**config.mk**
```make
export PLATFORM = sky130hd
export DESIGN_NAME = fetch_queue_flat
export DESIGN_NICKNAME = d
export VERILOG_FILES = /design/src/rtl/fetch_queue_if.sv /design/src/rtl/fetch_queue.sv /design/src/flat_wrapper.sv
export SDC_FILE = /design/constraint.sdc
export NUM_CORES = 1
export LEC_CHECK = 0
export ABC_AREA = 1
export CORE_MARGIN = 2
export CORE_UTILIZATION = 45
export DETAILED_ROUTE_END_ITERATION = 8
export PLACE_DENSITY = 0.66
export REMOVE_ABC_BUFFERS = 1
export SETUP_SLACK_MARGIN = 0.15
export SKIP_CTS_REPAIR_TIMING = 1
export SLEW_MARGIN = 20
export SYNTH_ARGS = -nofsm -noshare
export SYNTH_HDL_FRONTEND = slang
export SYNTH_SLANG_ARGS = --single-unit
```
**constraint.sdc**
```tcl
create_clock -name clk -period 12.8 [get_ports clk]
set_input_delay 2.56 -clock clk [delete_from_list [all_inputs] [get_ports clk]]
set_output_delay 2.56 -clock clk [all_outputs]
set_load 0.02 [all_outputs]
```
**src/rtl/fetch_queue_if.sv**
```systemverilog
// rtl/fetch_queue_if.sv - fetch queue instruction-memory and decode-side signal bundle
interface fetch_queue_if;
    logic        imem_req;
    logic [31:0] imem_addr;
    logic        imem_ack;
    logic [31:0] imem_rdata;
    logic        en;
    logic        redirect;
    logic [31:0] redirect_pc;
    logic [31:0] IR;
    logic [31:0] PC4;
    logic        valid;

    modport master (
        output imem_req, imem_addr, IR, PC4, valid,
        input  imem_ack, imem_rdata, en, redirect, redirect_pc
    );

    modport slave (
        input  imem_req, imem_addr, IR, PC4, valid,
        output imem_ack, imem_rdata, en, redirect, redirect_pc
    );
endinterface

```
**src/rtl/fetch_queue.sv**
```systemverilog
// rtl/fetch_queue.sv - instruction prefetch queue with single outstanding fetch and redirect flush
module fetch_queue #(
    parameter logic [31:0] RESET_PC = 32'h0000_3000,
    parameter int          DEPTH    = 4
) (
    input  logic          clk,
    input  logic          reset,
    fetch_queue_if.master bus
);
    localparam int            PW      = (DEPTH > 1) ? $clog2(DEPTH) : 1;
    localparam int            CW      = PW + 1;
    localparam logic [CW-1:0] DEPTH_C = CW'(DEPTH);

    typedef enum logic [1:0] {IDLE, WAIT, DROP} state_t;

    state_t        r_state;
    state_t        w_state_nxt;
    logic [31:0]   r_fpc;
    logic [31:0]   r_addr;
    logic [PW-1:0] r_head;
    logic [PW-1:0] r_tail;
    logic [CW-1:0] r_count;
    logic [31:0]   r_instr [DEPTH];
    logic [31:0]   r_pc4   [DEPTH];

    logic          w_valid;
    logic          w_pop;
    logic          w_push;
    logic          w_issue;
    logic          w_req;
    logic [31:0]   w_addr;
    logic [31:0]   w_rpc_align;
    logic [CW-1:0] w_count_after_pop;

    assign w_valid           = (r_count != '0);
    assign w_pop             = bus.en && w_valid;
    assign w_count_after_pop = r_count - CW'(w_pop);
    assign w_rpc_align       = bus.redirect_pc & ~32'h3;

    always_comb begin
        w_state_nxt = r_state;
        w_issue     = 1'b0;
        w_push      = 1'b0;
        w_req       = 1'b0;
        w_addr      = r_addr;
        case (r_state)
            IDLE: begin
                w_addr = r_fpc;
                // Only issue when a slot is guaranteed free by the time the word returns.
                if (!bus.redirect && (w_count_after_pop < DEPTH_C)) begin
                    w_issue     = 1'b1;
                    w_req       = 1'b1;
                    w_state_nxt = WAIT;
                end
            end
            WAIT: begin
                w_req = 1'b1;
                if (bus.imem_ack) begin
                    w_push      = !bus.redirect;
                    w_state_nxt = IDLE;
                end else if (bus.redirect) begin
                    w_state_nxt = DROP;
                end
            end
            DROP: begin
                w_req = 1'b1;
                if (bus.imem_ack) begin
                    w_state_nxt = IDLE;
                end
            end
            default: w_state_nxt = IDLE;
        endcase
    end

    // Gate with reset so the combinational IDLE request drops the instant reset asserts.
    assign bus.imem_req  = w_req && reset;
    assign bus.imem_addr = w_addr;
    assign bus.valid     = w_valid;
    assign bus.IR        = w_valid ? r_instr[r_head] : 32'h0;
    assign bus.PC4       = w_valid ? r_pc4[r_head]   : 32'h0;

    always_ff @(posedge clk or negedge reset) begin
        if (!reset) begin
            r_state <= IDLE;
            r_fpc   <= RESET_PC;
            r_addr  <= RESET_PC;
            r_head  <= '0;
            r_tail  <= '0;
            r_count <= '0;
        end else begin
            r_state <= w_state_nxt;
            if (w_issue) begin
                r_addr <= r_fpc;
            end
            if (bus.redirect) begin
                r_fpc   <= w_rpc_align;
                r_count <= '0;
                r_head  <= r_tail;
            end else begin
                if (w_push) begin
                    r_tail <= r_tail + PW'(1);
                    r_fpc  <= r_fpc + 32'd4;
                end
                if (w_pop) begin
                    r_head <= r_head + PW'(1);
                end
                case ({w_push, w_pop})
                    2'b10:   r_count <= r_count + CW'(1);
                    2'b01:   r_count <= r_count - CW'(1);
                    default: r_count <= r_count;
                endcase
            end
        end
    end

    // Storage is left uninitialised; outputs mask it whenever the queue is empty.
    always_ff @(posedge clk) begin
        if (w_push) begin
            r_instr[r_tail] <= bus.imem_rdata;
            r_pc4[r_tail]   <= r_addr + 32'd4;
        end
    end
endmodule

```
**src/flat_wrapper.sv**
```systemverilog
// flat-port wrapper written by rule: the top's interface ports become plain ports
module fetch_queue_flat 
#(
    parameter logic [31:0] RESET_PC = 32'h0000_3000,
    parameter int          DEPTH    = 4
)
  (clk, reset, bus_imem_req, bus_imem_addr, bus_IR, bus_PC4, bus_valid, bus_imem_ack, bus_imem_rdata, bus_en, bus_redirect, bus_redirect_pc);
  fetch_queue_if bus_i ();
  input  logic clk;
  input  logic reset;
  output wire logic [$bits(bus_i.imem_req)-1:0] bus_imem_req;
  output wire logic [$bits(bus_i.imem_addr)-1:0] bus_imem_addr;
  output wire logic [$bits(bus_i.IR)-1:0] bus_IR;
  output wire logic [$bits(bus_i.PC4)-1:0] bus_PC4;
  output wire logic [$bits(bus_i.valid)-1:0] bus_valid;
  input wire logic [$bits(bus_i.imem_ack)-1:0] bus_imem_ack;
  input wire logic [$bits(bus_i.imem_rdata)-1:0] bus_imem_rdata;
  input wire logic [$bits(bus_i.en)-1:0] bus_en;
  input wire logic [$bits(bus_i.redirect)-1:0] bus_redirect;
  input wire logic [$bits(bus_i.redirect_pc)-1:0] bus_redirect_pc;
  assign bus_imem_req = bus_i.imem_req;
  assign bus_imem_addr = bus_i.imem_addr;
  assign bus_IR = bus_i.IR;
  assign bus_PC4 = bus_i.PC4;
  assign bus_valid = bus_i.valid;
  assign bus_i.imem_ack = bus_imem_ack;
  assign bus_i.imem_rdata = bus_imem_rdata;
  assign bus_i.en = bus_en;
  assign bus_i.redirect = bus_redirect;
  assign bus_i.redirect_pc = bus_redirect_pc;
  fetch_queue #(.RESET_PC(RESET_PC), .DEPTH(DEPTH)) u_core (.clk(clk), .reset(reset), .bus(bus_i));
endmodule
```
# Word-level counts from Yosys, hierarchy flattened
# Memories as Yosys holds them, arrays and structs flattened.
# Index checks and enable logic that the tools add are counted.
[word_totals]
reg_bits = 73
wordCells = 57
ram_bits = 256
n_memories = 2
[mem_list]
columns = ["name", "depth", "width", "rd", "rd_ports_with_merged_regs", "wr", "line", "rtl"]
rows = [
  ["u_core.r_instr", 4, 32, 1, 0, 1, "fetch_queue.sv:23", "logic [31:0] r_instr [DEPTH];"],
  ["u_core.r_pc4", 4, 32, 1, 0, 1, "fetch_queue.sv:24", "logic [31:0] r_pc4 [DEPTH];"],
]
[classes]
eq_ne = 7
n_addsub = 7
mux = 21
bitwise_logic = 1
n_reduce_logical = 12
order_cmp = 1
[ops]
columns = ["operator", "n"]
rows = [
  ["$mux 32", 5],
  ["$add 32x3->32 const B", 2],
  ["$mux 2", 6],
  ["$mux 1", 6],
  ["$pmux 2 s3", 1],
  ["$pmux 3 s2", 1],
  ["$reduce_bool 3->1", 2],
  ["$add 2x1->2 const B", 2],
  ["$eq 2x1->1 const B", 2],
  ["$eq 2x2->1 const B", 2],
  ["$reduce_bool 2->1", 2],
  ["$add 3x1->3 const B", 1],
  ["$logic_and 1x1->1", 3],
  ["$lt 3x3->1 const B", 1],
  ["$mux 3", 1],
  ["$ne 3x3->1 const B", 1],
  ["$reduce_and 3->1", 1],
  ["$sub 3x1->3", 1],
  ["$sub 3x1->3 const B", 1],
  ["$logic_not 2->1", 1],
  ["$ne 2x1->1 const B", 1],
  ["$ne 2x2->1 const B", 1],
  ["$pmux 1 s2", 1],
  ["$reduce_and 2->1", 1],
  ["3 further kinds", 3],
]

# Depth between registers and ports, before layout
# Gate-level depths: netlist of the first run.
[depth]
depth_word = 8
depth_mapped = 12
ltp_nobuf = 12

# Least setup slack after synthesis of the first run
# OpenSTA, ideal clock, no wires.
[synth_path]
path_kind = "in2reg"
startpoint = "in bus_redirect"
endpoint = "mem u_core.r_instr[0][0] (enable)"
required_ns = 12.318
path_buffers = 1
arrival_ns = 5.558
path_stages = 4
setup_ns = 0.482
setup_slack_ns = 6.760
cell_sequence = "buf_2 nor2_1 inv_2 nor2_1"
[synth_via]
elab_chain_len = 5
[synth_rtl]
columns = ["element", "line", "rtl"]
rows = [
  ["from (decl)", "flat_wrapper.sv:19", "input wire logic [$bits(bus_i.redirect)-1:0] bus_redirect;"],
  ["$logic_not 1->1", "fetch_queue.sv:59", "w_push = !bus.redirect;"],
  ["$mux 1", "fetch_queue.sv:58", "if (bus.imem_ack) begin"],
  ["$mux 1", "fetch_queue.sv:46", "case (r_state)"],
  ["$mux 1", "fetch_queue.sv:118", "if (w_push) begin"],
  ["$mux 1 (not written as such)", "fetch_queue.sv:119", "r_instr[r_tail] <= bus.imem_rdata;"],
  ["to (decl)", "fetch_queue.sv:23", ""],
]
# Every way passes these cells.

# Final worst setup path of the first run
[layout_path]
startpoint = "in bus_redirect"
endpoint = "out bus_imem_req"
[layout_via]
elab_chain_len = 5
[layout_rtl]
columns = ["element", "line", "rtl"]
rows = [
  ["$logic_not 1->1", "fetch_queue.sv:50", "if (!bus.redirect && (w_count_after_pop < DEPTH_C)) begin"],
  ["$logic_and 1x1->1", "fetch_queue.sv:50", ""],
  ["$mux 1", "fetch_queue.sv:50", ""],
  ["$pmux 1 s2", "fetch_queue.sv:46", ""],
  ["$logic_and 1x1->1", "fetch_queue.sv:76", "assign bus.imem_req = w_req && reset;"],
  ["to (decl)", "flat_wrapper.sv:11", "output wire logic [$bits(bus_i.imem_req)-1:0] bus_imem_req;"],
]
# Every way passes these cells.

==> summary.md, run 1 <==
| Metric | Value |
|---|---|
| Outcome | completed |
| Max-cap viol count | 0 |
| Layout cell share with drive strength beyond 1 | 5.48% |
| Crit path capture type | primary output |
| Largest net degree at the start of global routing | 126 |
| LEAKAGE | 6.51 nW |
| Crit Path Category | in2out |
| Sequential area share after synthesis | about 63% |
| Met1 WL | 16500 µm |
| Gr usage total | 21.6% |
| Cells after Synth | around 1500 |
| Routability-driven placement congestion ratio | 0.946 |
| IO Pins | 167 |
| Cell Area, Synth | 14600 µm² |
| CP Capture Point | bus_imem_req |
| DRC Markers | 0 |
| Clock Tree Root | clkbuf_16 |
| CP max FO | 28 |
| CTS tree | yes |
| Cell Rows | 65 |
| Sequential share of power | 34.9% |
| Area share of the largest cell type after synthesis | between 50 and 60% |
| Fillers | about 2800 |
| Max Clk Rate | 0.123 GHz |
| HPWL Detailed | 22800 µm |
| Multi-input gate area | around 4800 µm² |
| Vias per inst | 5.20 |
| Vias in the first global route | approximately 10000 |
| DRT iter0 DRCs | 865 |
| Clk pwr share | about a quarter |
| RSZ-0062 raised after global routing | false |
| Setup TNS | 0 ns |
| Post-synth EDFFs | 248 |
| CTS buffer count | 35 |
| Die Width | 184 µm |
| Core area | 31700 µm² |
| Worst-Skew Late Latency | 0.53 ns |
| ANT nets after route | 0 |
| Synth area leaders | edfxtp_1 (51%), dfrtp_1 (11%), nor2_1 (8.4%), nand2_1 (7.1%), o21ai_0 (7.1%) |
| Psw | 1.61 mW |
| CP cell instances | clkdlybuf4s50_1, buf_4, inv_1, nand2_1, nor2_1, o21ai_0, nor2_1, clkdlybuf4s50_1 |
| Clock buffer depth | 3 |
| WP buf/inv | 4 |
| Final Max Tran Viols | 0 |
| Die height | approximately 180 µm |
| Synth warn | 0 |
| Critical path depth | 8 |
| Worst-case vdd ir drop | 0.120 mV |
| Final period utilization | 63.6% |
| DR top layer | met4 |
| Buffers on Ports | 160 |
| Slowest cell on crit path | nor2_1 |
| Vias | roughly 11000 |
| Tightest hold margin | 0.495 ns |
| Met3 WL post-DR | 1940 µm |
| R2r endpoint | u_core.r_pc4[1][31] |
| HP Class | reg2reg |
| Commonest cells post-synth | nor2_1 (328), nand2_1 (277), edfxtp_1 (248) |
| RR Startpoint | u_core.r_state[1] |
| R2R depth | 7 |
| Final hold violation count | 0 |
| Reg2Reg Setup Slack | 9.42 ns |
| Diodes inserted | 0 |
| Detailed-route wire length per cell | 17.5 µm |
| Cell Pwr Density | 233 nW/µm² |
| Startpoint Class | primary input |
| Primary FF master, synth | edfxtp_1 |
| Routed met2 length | 17100 µm |
| Library cells used by synthesis | 35 |
| Final period demand of the worst path | 8.14 ns |
| First-pass GRT wire length | 56500 µm |
| Actual slew at the worst max-slew pin | ~1 ns |
| Die ar. | 33900 µm² |
| Clock-pin slew on the worst setup and hold paths | 0.05 ns |
| Worst Path Required | 10.24 ns |
| Final setup vio count | 0 |
| TritonRoute pass-1 iters | 7 |
| Initial antenna violation count | 0 |
| Async set-reset flop share out of synthesis | 21.8% |
| P_int | around 2.5 mW |
| Largest delay share family, worst path | buffers and inverters |
| P&R area growth vs syn | 20.9% |
| Synth Area per Inst | 9.64 µm² |
| Critical Path AT | 5.58 ns |
| Starting density of the core | between 40% and 50% |
| CP peak stage delay | approximately 0.68 ns |
| Setup crit start | bus_redirect |
| Final Skew | roughly 0.022 ns |
| TritonCTS sink count | around 320 |
| WL final | 36500 µm |
| Grt ovf | 0 |
| Nets | ~1700 |
| Logic gate share of total power | between 40% and 50% |
| H-tree depth | 2 |
| Cell taking the most area after synthesis | edfxtp_1 |
| Reg area | 9180 µm² |
| Synthesis-stage register bit count | ~320 |
| Max-slew headroom | 32.9% |
| Most common cell in the synthesized netlist | nor2_1 |
| Net Sw Frac | 39.2% |
==> layout make-up <==
class / count / share of cell area (%)
inverter: 98 / 2.09
tap: 402 / 2.85
sequential: 317 / 52.1
timing repair buffer: 172 / 9.58
clock inverter: 16 / 1.13
multi-input combinational: 1029 / 27.0
clock buffer: 46 / 5.26
==> logic make-up (layout without fill, tap and decap cells) <==
logic type      after synthesis  count (layout)  synth area share [%]
other cells                   1               4                0.0257
fa+ha+maj                    11              11                 0.995
buf+inv                     171             332                  4.81
xor+xnor                     38              38                  2.28
compound gates              289             289                  10.1
flops                       317             317                  62.9
simple gates                687             687                  18.9
==> layout by cell type, fill, tap and decap left out, drive strengths merged, types with 7 or more instances in the layout <==
master	netlist	routed
clkinv	0	10
inv	98	100
edfxtp	248	248
o21ai	207	207
nand3	44	44
ha	10	10
o211ai	7	7
nor3	18	18
nand2	279	279
nand4	8	8
a21oi	71	71
clkbuf	37	46
nor2	334	334
xor2	36	36
dfrtp	65	65
buf	36	13
clkdlybuf4s50	0	159
==> worst min path at each step <==
stage / from / to / slack (ns) / cells after the start
floorplan: u_core.r_addr[31] / u_core.r_addr[31] / 0.45 / 2
global placement: u_core.r_addr[31] / u_core.r_addr[31] / 0.47 / 2
detailed placement: u_core.r_addr[31] / u_core.r_addr[31] / 0.48 / 2
CTS: u_core.r_addr[31] / u_core.r_addr[31] / 0.50 / 2
global route: u_core.r_addr[9] / u_core.r_addr[9] / 0.55 / 2
finish: u_core.r_addr[31] / u_core.r_addr[31] / 0.49 / 2
==> per-stage QoR <==
step,worst slack (ns),total power [mW],std cells,instance area [µm²],util (%)
finish,4.66,4.12,2080,17600,55.6
detailed placement,4.65,3.17,2018,16500,52.1
floorplan,6.15,2.38,1444,14300,-
CTS,4.63,4.16,2080,17600,55.6
global route,4.42,4.37,2080,17600,55.6
global placement,4.67,3.14,2018,16500,52.1
==> sequential cells by signal (all words and copies together) (netlist names) <==
signal and cells:
u_core.r_state 2, u_core.r_fpc 30, u_core.r_instr 128, u_core.r_addr 30, u_core.r_tail 2, u_core.r_count 3, u_core.r_pc4 120, u_core.r_head 2
==> power groups by stage <==
stage	logic [mW]	registers, mW	clock network [mW]
after floorplan	0.933	1.45	0
after global placement	1.69	1.45	0
after detailed placement	1.72	1.45	0
after CTS	1.73	1.43	0.996
after global routing	1.88	1.45	1.04
final	1.70	1.43	0.977
==> worst register-to-register path, delay by kind of cell, from the launching register on <==
family | cells | cell delay [ns]
buffers and inverters | 3 | 1.21
AND/OR/NAND/NOR | 3 | 1.08
flip-flops | 1 | 0.42
adder cells (fa/ha/maj) | 1 | 0.19
==> per-layer routing <==
| metal | vias to the layer above | global-route usage, % |
|---|---|---|
| met5 | - | 0 |
| met4 | 0 | 6.56 |
| met3 | 65 | 3.29 |
| met2 | 313 | 35.4 |
| met1 | 5098 | 29.9 |
| li1 | 5341 | - |
Note: power is estimated with default switching activity, not from simulation.
==> run 2, diff against run 1 <==
--- a/config.mk
+++ b/config.mk
@@ -9,7 +9,7 @@
 export CORE_MARGIN = 2
 export CORE_UTILIZATION = 45
 export DETAILED_ROUTE_END_ITERATION = 8
-export PLACE_DENSITY = 0.66
+export PLACE_DENSITY = 0.69
 export REMOVE_ABC_BUFFERS = 1
 export SETUP_SLACK_MARGIN = 0.15
 export SKIP_CTS_REPAIR_TIMING = 1
==> constraint.sdc (replaced) <==
create_clock -name clk -period 6.77 [get_ports clk]
set_input_delay 1.354 -clock clk [delete_from_list [all_inputs] [get_ports clk]]
set_output_delay 1.354 -clock clk [all_outputs]
set_load 0.02 [all_outputs]
==> run 2 against run 1 <==
Combinational power rose by 90%. Sequential power rose by 90%. Non-clock buffer count rose by 5. Die area did not move. Critical path type is now reg2out. Largest cell class unchanged. Core utilization rose by 0.24 points. Cell area rose by 0.43%.
==> summary.md, run 2 (synthesis gave the netlist of run 1 again) <==
| Metric | Value |
|---|---|
| Fillers | 2727 (-1.5%) |
| Final period demand of the worst path | 5.05 ns |
| Cell Pwr Density | 444 nW/µm² (+90%) |
| HP Class | reg2reg |
| Psw | 3.05 mW (+89%) |
| Net Sw Frac | 38.8% (-0.44 points) |
| H-tree depth | 2 (unchanged) |
| Die height | 184 µm (unchanged) |
| CP Capture Point | bus_PC4[22] |
| Buffers on Ports | 160 (unchanged) |
| Gr usage total | 21.8% (+0.14 points) |
| Final Max Tran Viols | 0 (unchanged) |
| CP cell instances | inv_2, buf_4, o21ai_0, a21oi_1, clkdlybuf4s50_1 |
| Clock Tree Root | clkbuf_16 |
| Worst Path Required | 5.42 ns (-4.82 ns) |
| Largest delay share family, worst path | buffers and inverters |
| Vias | 10900 (+0.66%) |
| Max Clk Rate | 0.198 GHz |
| TritonRoute pass-1 iters | 5 (-2) |
| Nets | 1737 (+0.23%) |
| WL final | 36700 µm (+0.77%) |
| CTS tree | yes |
| Clock-pin slew on the worst setup and hold paths | 0.06 ns (about the same) |
| CP max FO | 65 (+130%) |
| Startpoint Class | flop |
| Reg2Reg Setup Slack | 4.18 ns (-5.24 ns) |
| Critical Path AT | 3.69 ns (-1.89 ns) |
| Area after DPL | 16500 µm² (+0.20%) |
| Final period utilization | 74.5% |
| Core area | 31700 µm² (unchanged) |
| Routability-driven placement congestion ratio | 0.927 (-2.1%) |
| Layout cell share with drive strength beyond 1 | 5.76% (+0.28 points) |
| P_int | 4.82 mW (+93%) |
| CP peak stage delay | 0.86 ns (+0.18 ns) |
| R2r endpoint | u_core.r_pc4[0][27] |
| Grt ovf | 0 (unchanged) |
| Vias per inst | 5.22 (+0.41%) |
| RSZ-0062 raised after global routing | false |
| First-pass GRT wire length | 56800 µm (+0.51%) |
| RR Startpoint | u_core.r_state[1] |
| HPWL Detailed | 23400 µm (+2.9%) |
| Worst-Skew Late Latency | 0.52 ns (about the same) |
| CTS buffer count | 34 (-2.9%) |
| DRT iter0 DRCs | 870 (+0.58%) |
| Setup crit start | u_core.r_head[0] |
| P&R area growth vs syn | 21.4% |
| ANT nets after route | 0 (unchanged) |
| R2R depth | 7 (unchanged) |
| Actual slew at the worst max-slew pin | 1.06 ns (+0.0533 ns) |
| Fin area | 17700 µm² (+0.43%) |
| Largest Register | u_core.r_instr |
| Logic gate share of total power | 41.0% (-0.4 points) |
| HP Start | u_core.r_addr[31] |
| Diodes inserted | 0 (unchanged) |
| Max-cap viol count | 0 (unchanged) |
| Vias in the first global route | 10300 (-1.0%) |
| Final setup vio count | 0 (unchanged) |
| WP buf/inv | 3 (-1) |
| Clk pwr share | 24.5% (+0.8 points) |
| Commonest non-fill, non-tap cell in the layout | nor2_1 |
| Die ar. | 33900 µm² (unchanged) |
| Sequential share of power | 34.5% (-0.4 points) |
| Setup TNS | 0 ns (unchanged) |
| Detailed-route wire length per cell | 17.6 µm (+0.53%) |
| Starting density of the core | 46.0% (unchanged) |
| Crit Path Category | reg2out |
| Clock buffer depth | 3 (unchanged) |
| Most frequent cells in the layout | nor2_1 (323), nand2_1 (277), edfxtp_1 (248) |
| Tot Pwr | 7.88 mW (+91%) |
| Slowest cell on crit path | inv_2 |
| TritonCTS sink count | 317 (unchanged) |
| IO Pins | 167 (unchanged) |
| LEAKAGE | 6.56 nW (+0.83%) |
| Die Width | 184 µm (unchanged) |
| Max-slew headroom | 29.4% (-3.5 points) |
| DRC Markers | 0 (unchanged) |
| Leading registers by flop count | u_core.r_instr (128), u_core.r_pc4 (120) |
| Worst-case vdd ir drop | 0.257 mV (+110%) |
| Cell Rows | 65 (unchanged) |
| Crit path capture type | primary output |
| Critical path depth | 5 (-3) |
| Final Skew | 0.0202 ns (-0.00147 ns) |
| Max FFs per register | 128 (unchanged) |
| Initial antenna violation count | 0 (unchanged) |
| Largest net degree at the start of global routing | 75 (-40%) |
| Outcome | completed |
| Final hold violation count | 0 (unchanged) |
[run 2: per-stage QoR]
step	utilization [%]	hold WS, ns	worst slack (ns)	instances
floorplan	-	0.453	1.32	1444
global placement	52.2	0.471	1.90	2023
detailed placement	52.2	0.479	1.89	2023
CTS	55.9	0.494	1.68	2085
global route	55.9	0.523	1.52	2085
finish	55.9	0.493	1.72	2085
[run 2: worst reg2reg max path: stages, from the launching register on]
cell and delay [ns]:
dfrtp_1 0.41, inv_1 0.09, ha_1 0.18, nand2_1 0.14, nor2_1 0.18, inv_2 0.19
nor2_4 0.55, buf_4 0.49
[run 2: power by group through the flow]
stage	clock, mW	combinational, mW	sequential, mW
floorplan	0	1.76	2.74
global placement	0	3.20	2.75
detailed placement	0	3.24	2.75
CTS	1.96	3.26	2.72
global route	2.05	3.54	2.75
finish	1.93	3.23	2.72
[run 2: layer usage]
layer	track usage, %	vias up	wire length [µm]
li1	-	5355	-
met1	30.4	5084	16500
met2	35.8	384	17100
met3	2.89	65	2260
met4	6.08	0	887
met5	0	-	0
[run 2: layout make-up]
class / instances / area [µm²] / area share [%]
clock buffers: 40 / 895 / 5.05
clock inverters: 22 / 279 / 1.57
inverters: 98 / 368 / 2.08
multi-input cells: 1029 / 4760 / 26.9
flip-flops and latches: 317 / 9180 / 51.8
well taps: 402 / 503 / 2.84
repair buffers: 177 / 1720 / 9.73
[run 2: worst min path at each step]
stage	end	slack, ns	cells past startpoint
floorplan	u_core.r_addr[31]	0.45	2
global placement	u_core.r_addr[31]	0.47	2
detailed placement	u_core.r_addr[31]	0.48	2
CTS	u_core.r_addr[31]	0.49	2
global route	u_core.r_addr[31]	0.52	2
finish	u_core.r_addr[31]	0.49	2
==> run 3, diff against run 2 <==
--- a/config.mk
+++ b/config.mk
@@ -9,7 +9,7 @@
 export CORE_MARGIN = 2
 export CORE_UTILIZATION = 45
 export DETAILED_ROUTE_END_ITERATION = 8
-export PLACE_DENSITY = 0.69
+export PLACE_DENSITY = 0.66
 export REMOVE_ABC_BUFFERS = 1
 export SETUP_SLACK_MARGIN = 0.15
 export SKIP_CTS_REPAIR_TIMING = 1
==> constraint.sdc (replaced) <==
create_clock -name clk -period 4.85 [get_ports clk]
set_input_delay 0.97 -clock clk [delete_from_list [all_inputs] [get_ports clk]]
set_output_delay 0.97 -clock clk [all_outputs]
set_load 0.02 [all_outputs]
==> run 3 against run 2 <==
Routed wire length rose by 0.26%. First-iteration DRC count fell by 6.7%. Sequential share of layout area fell by 0.080 points. Non-clock buffer count rose by 3. Final cell count rose by 0.29%. Flip-flop and latch count did not move. Combinational power rose by 42%. Clock skew fell by 0.0052 ns. Largest cell class unchanged.
==> summary.md, run 3 (synthesis gave the netlist of run 1 again) <==
| Metric | Value |
|---|---|
| WL final | 36800 µm (+0.26%) |
| TritonCTS sink count | 317 (unchanged) |
| Core area | 31700 µm² (unchanged) |
| Largest delay share family, worst path | buffers and inverters |
| Clk pwr share | 23.2% (-1.3 points) |
| Worst-case vdd ir drop | 0.483 mV (+88%) |
| R2R depth | 13 (+6) |
| P_int | 6.61 mW (+37%) |
| Vias per inst | 5.15 (-1.4%) |
| Crit Path Category | reg2out |
| Commonest non-fill, non-tap cell in the layout | nor2_1 |
| WP buf/inv | 4 (+1) |
| Gr usage total | 21.9% (+0.15 points) |
| Clock Tree Root | clkbuf_16 |
| Leading registers by flop count | u_core.r_instr (128), u_core.r_pc4 (120) |
| Hold path cells | 2 (unchanged) |
| CP peak stage delay | 0.64 ns (-0.22 ns) |
| ANT nets after route | 0 (unchanged) |
| Grt ovf | 0 (unchanged) |
| Initial antenna violation count | 0 (unchanged) |
| Worst slack at placement | 1.24 ns (-0.649 ns) |
| CP cell instances | inv_2, buf_12, buf_12, o21ai_0, a21oi_1, clkdlybuf4s50_1 |
| Final period demand of the worst path | 3.94 ns |
| Slowest cell on crit path | clkdlybuf4s50_1 |
| Routability-driven placement congestion ratio | 0.922 (-0.47%) |
| Max FFs per register | 128 (unchanged) |
| Cell Rows | 65 (unchanged) |
| Vias in the first global route | 10500 (+1.2%) |
| Worst-Skew Late Latency | 0.52 ns (about the same) |
| DRT iter0 DRCs | 812 (-6.7%) |
| Clock-pin slew on the worst setup and hold paths | 0.05 ns (about the same) |
| Buffers on Ports | 160 (unchanged) |
| Max-cap viol count | 0 (unchanged) |
| RSZ-0062 raised after global routing | false |
| Area after DPL | 16700 µm² (+0.65%) |
| Critical Path AT | 2.97 ns (-0.72 ns) |
| Largest Register | u_core.r_instr |
| Startpoint Class | flop |
| Outcome | completed |
| Final period utilization | around 81% |
| HPWL Detailed | 23500 µm (+0.44%) |
| Final hold violation count | 0 (unchanged) |
| H-tree depth | 2 (unchanged) |
| First-pass GRT wire length | 57400 µm (+1.0%) |
| Sequential share of power | 34.6% (about the same) |
| Max Clk Rate | 0.254 GHz |
| Detailed-route wire length per cell | 17.6 µm (about the same) |
| Net Sw Frac | 39.2% (+0.48 points) |
| Most frequent cells in the layout | nor2_1 (323), nand2_1 (277), edfxtp_1 (248) |
| Worst Path Required | 3.88 ns (-1.54 ns) |
| DRC Markers | 0 (unchanged) |
| Die Width | 184 µm (unchanged) |
| Final setup vio count | 0 (unchanged) |
| Critical path depth | 6 (+1) |
| Die height | 184 µm (unchanged) |
| Clock buffer depth | 3 (unchanged) |
| Fin area | 17700 µm² (+0.16%) |
| Crit path capture type | primary output |
| Vias | 10800 (-1.1%) |
| Actual slew at the worst max-slew pin | 0.822 ns (-0.238 ns) |
| Logic gate share of total power | 42.2% (+1.2 points) |
| Fillers | 2747 (+0.73%) |
| Fin cells | 2091 (+0.29%) |
| Tot Pwr | 10.9 mW (+38%) |
| Largest net degree at the start of global routing | 127 (+69%) |
| Cell Pwr Density | 614 nW/µm² (+38%) |
| IO Pins | 167 (unchanged) |
| CTS tree | yes |
| Diodes inserted | 0 (unchanged) |
| Placed cell count | 2026 (+0.15%) |
| Nets | 1742 (+0.29%) |
| Post-layout worst setup margin | 0.909 ns (-0.814 ns) |
| CTS buffer count | 36 (+5.9%) |
| Final Max Tran Viols | 0 (unchanged) |
| Most numerous cell on the critical path | buf_12 |
| Die ar. | 33900 µm² (unchanged) |
| Final Skew | 0.0150 ns (-0.00520 ns) |
| LEAKAGE | 6.56 nW (about the same) |
| CP max FO | 55 (-15%) |
| Starting density of the core | 46.0% (unchanged) |
| Layout cell share with drive strength beyond 1 | 5.74% (-0.020 points) |
| P&R area growth vs syn | 21.6% |
| HP Class | reg2reg |
| Psw | 4.27 mW (+40%) |
| TritonRoute pass-1 iters | 5 (unchanged) |
| Max-slew headroom | 45.2% (+16 points) |
[run 3: changes by cell type in the layout (fill, tap and decap cells not counted), sizes merged]
cell	delta
buf	+3
inv	+1
bufinv	-4
clkbuf	+6
[run 3: area by class of cell]
class | instances | area, µm² | area share [%]
repair buffers | 180 | 1830 | 10.3
flip-flops and latches | 317 | 9180 | 51.8
clock buffers | 46 | 938 | 5.29
clock inverters | 19 | 155 | 0.874
inverters | 98 | 368 | 2.07
well taps | 402 | 503 | 2.83
multi-input cells | 1029 | 4760 | 26.8
[run 3: worst paths after layout]
check,startpoint,end,slack (ns)
max,u_core.r_head[0],bus_IR[16],0.91
min,u_core.r_addr[31],u_core.r_addr[31],0.51
max reg2reg,u_core.r_state[1],u_core.r_count[2],2.24
min reg2reg,u_core.r_addr[31],u_core.r_addr[31],0.51
max in group asynchronous,reset,u_core.r_head[0],3.39
min in group asynchronous,reset,u_core.r_fpc[26],0.54
[run 3: per-layer routing]
layer	GRT usage (%)	vias to the layer above	wire length, µm
met5	0	-	0
li1	-	5365	-
met1	30.4	5012	16600
met2	36.3	339	17200
met4	5.86	0	796
met3	3.17	53	2300
[run 3: stage by stage]
| step | hold WS [ns] | util [%] | setup TNS (ns) |
|---|---|---|---|
| detailed placement | 0.496 | 52.5 | 0 |
| global placement | 0.472 | 52.5 | 0 |
| finish | 0.507 | 55.9 | 0 |
| floorplan | 0.453 | - | -55.75 |
| global route | 0.553 | 55.9 | 0 |
| CTS | 0.508 | 55.9 | 0 |
[run 3: tightest hold or removal path, delay by kind of cell, from the launching register on]
kind / cells / cell delay (ns)
AOI/OAI and AO/OA: 1 / 0.07
DFF: 1 / 0.35
and+or+nand+nor: 1 / 0.05
[run 3: power by group through the flow]
stage / Clock (mW) / Combinational [mW] / Sequential, mW
3_3_place_gp: 0 / 4.56 / 3.80
6_report: 2.52 / 4.59 / 3.77
4_1_cts: 2.58 / 4.64 / 3.76
3_5_place_dp: 0 / 4.62 / 3.81
5_1_grt: 2.69 / 5.05 / 3.81
2_1_floorplan: 0 / 2.46 / 3.83
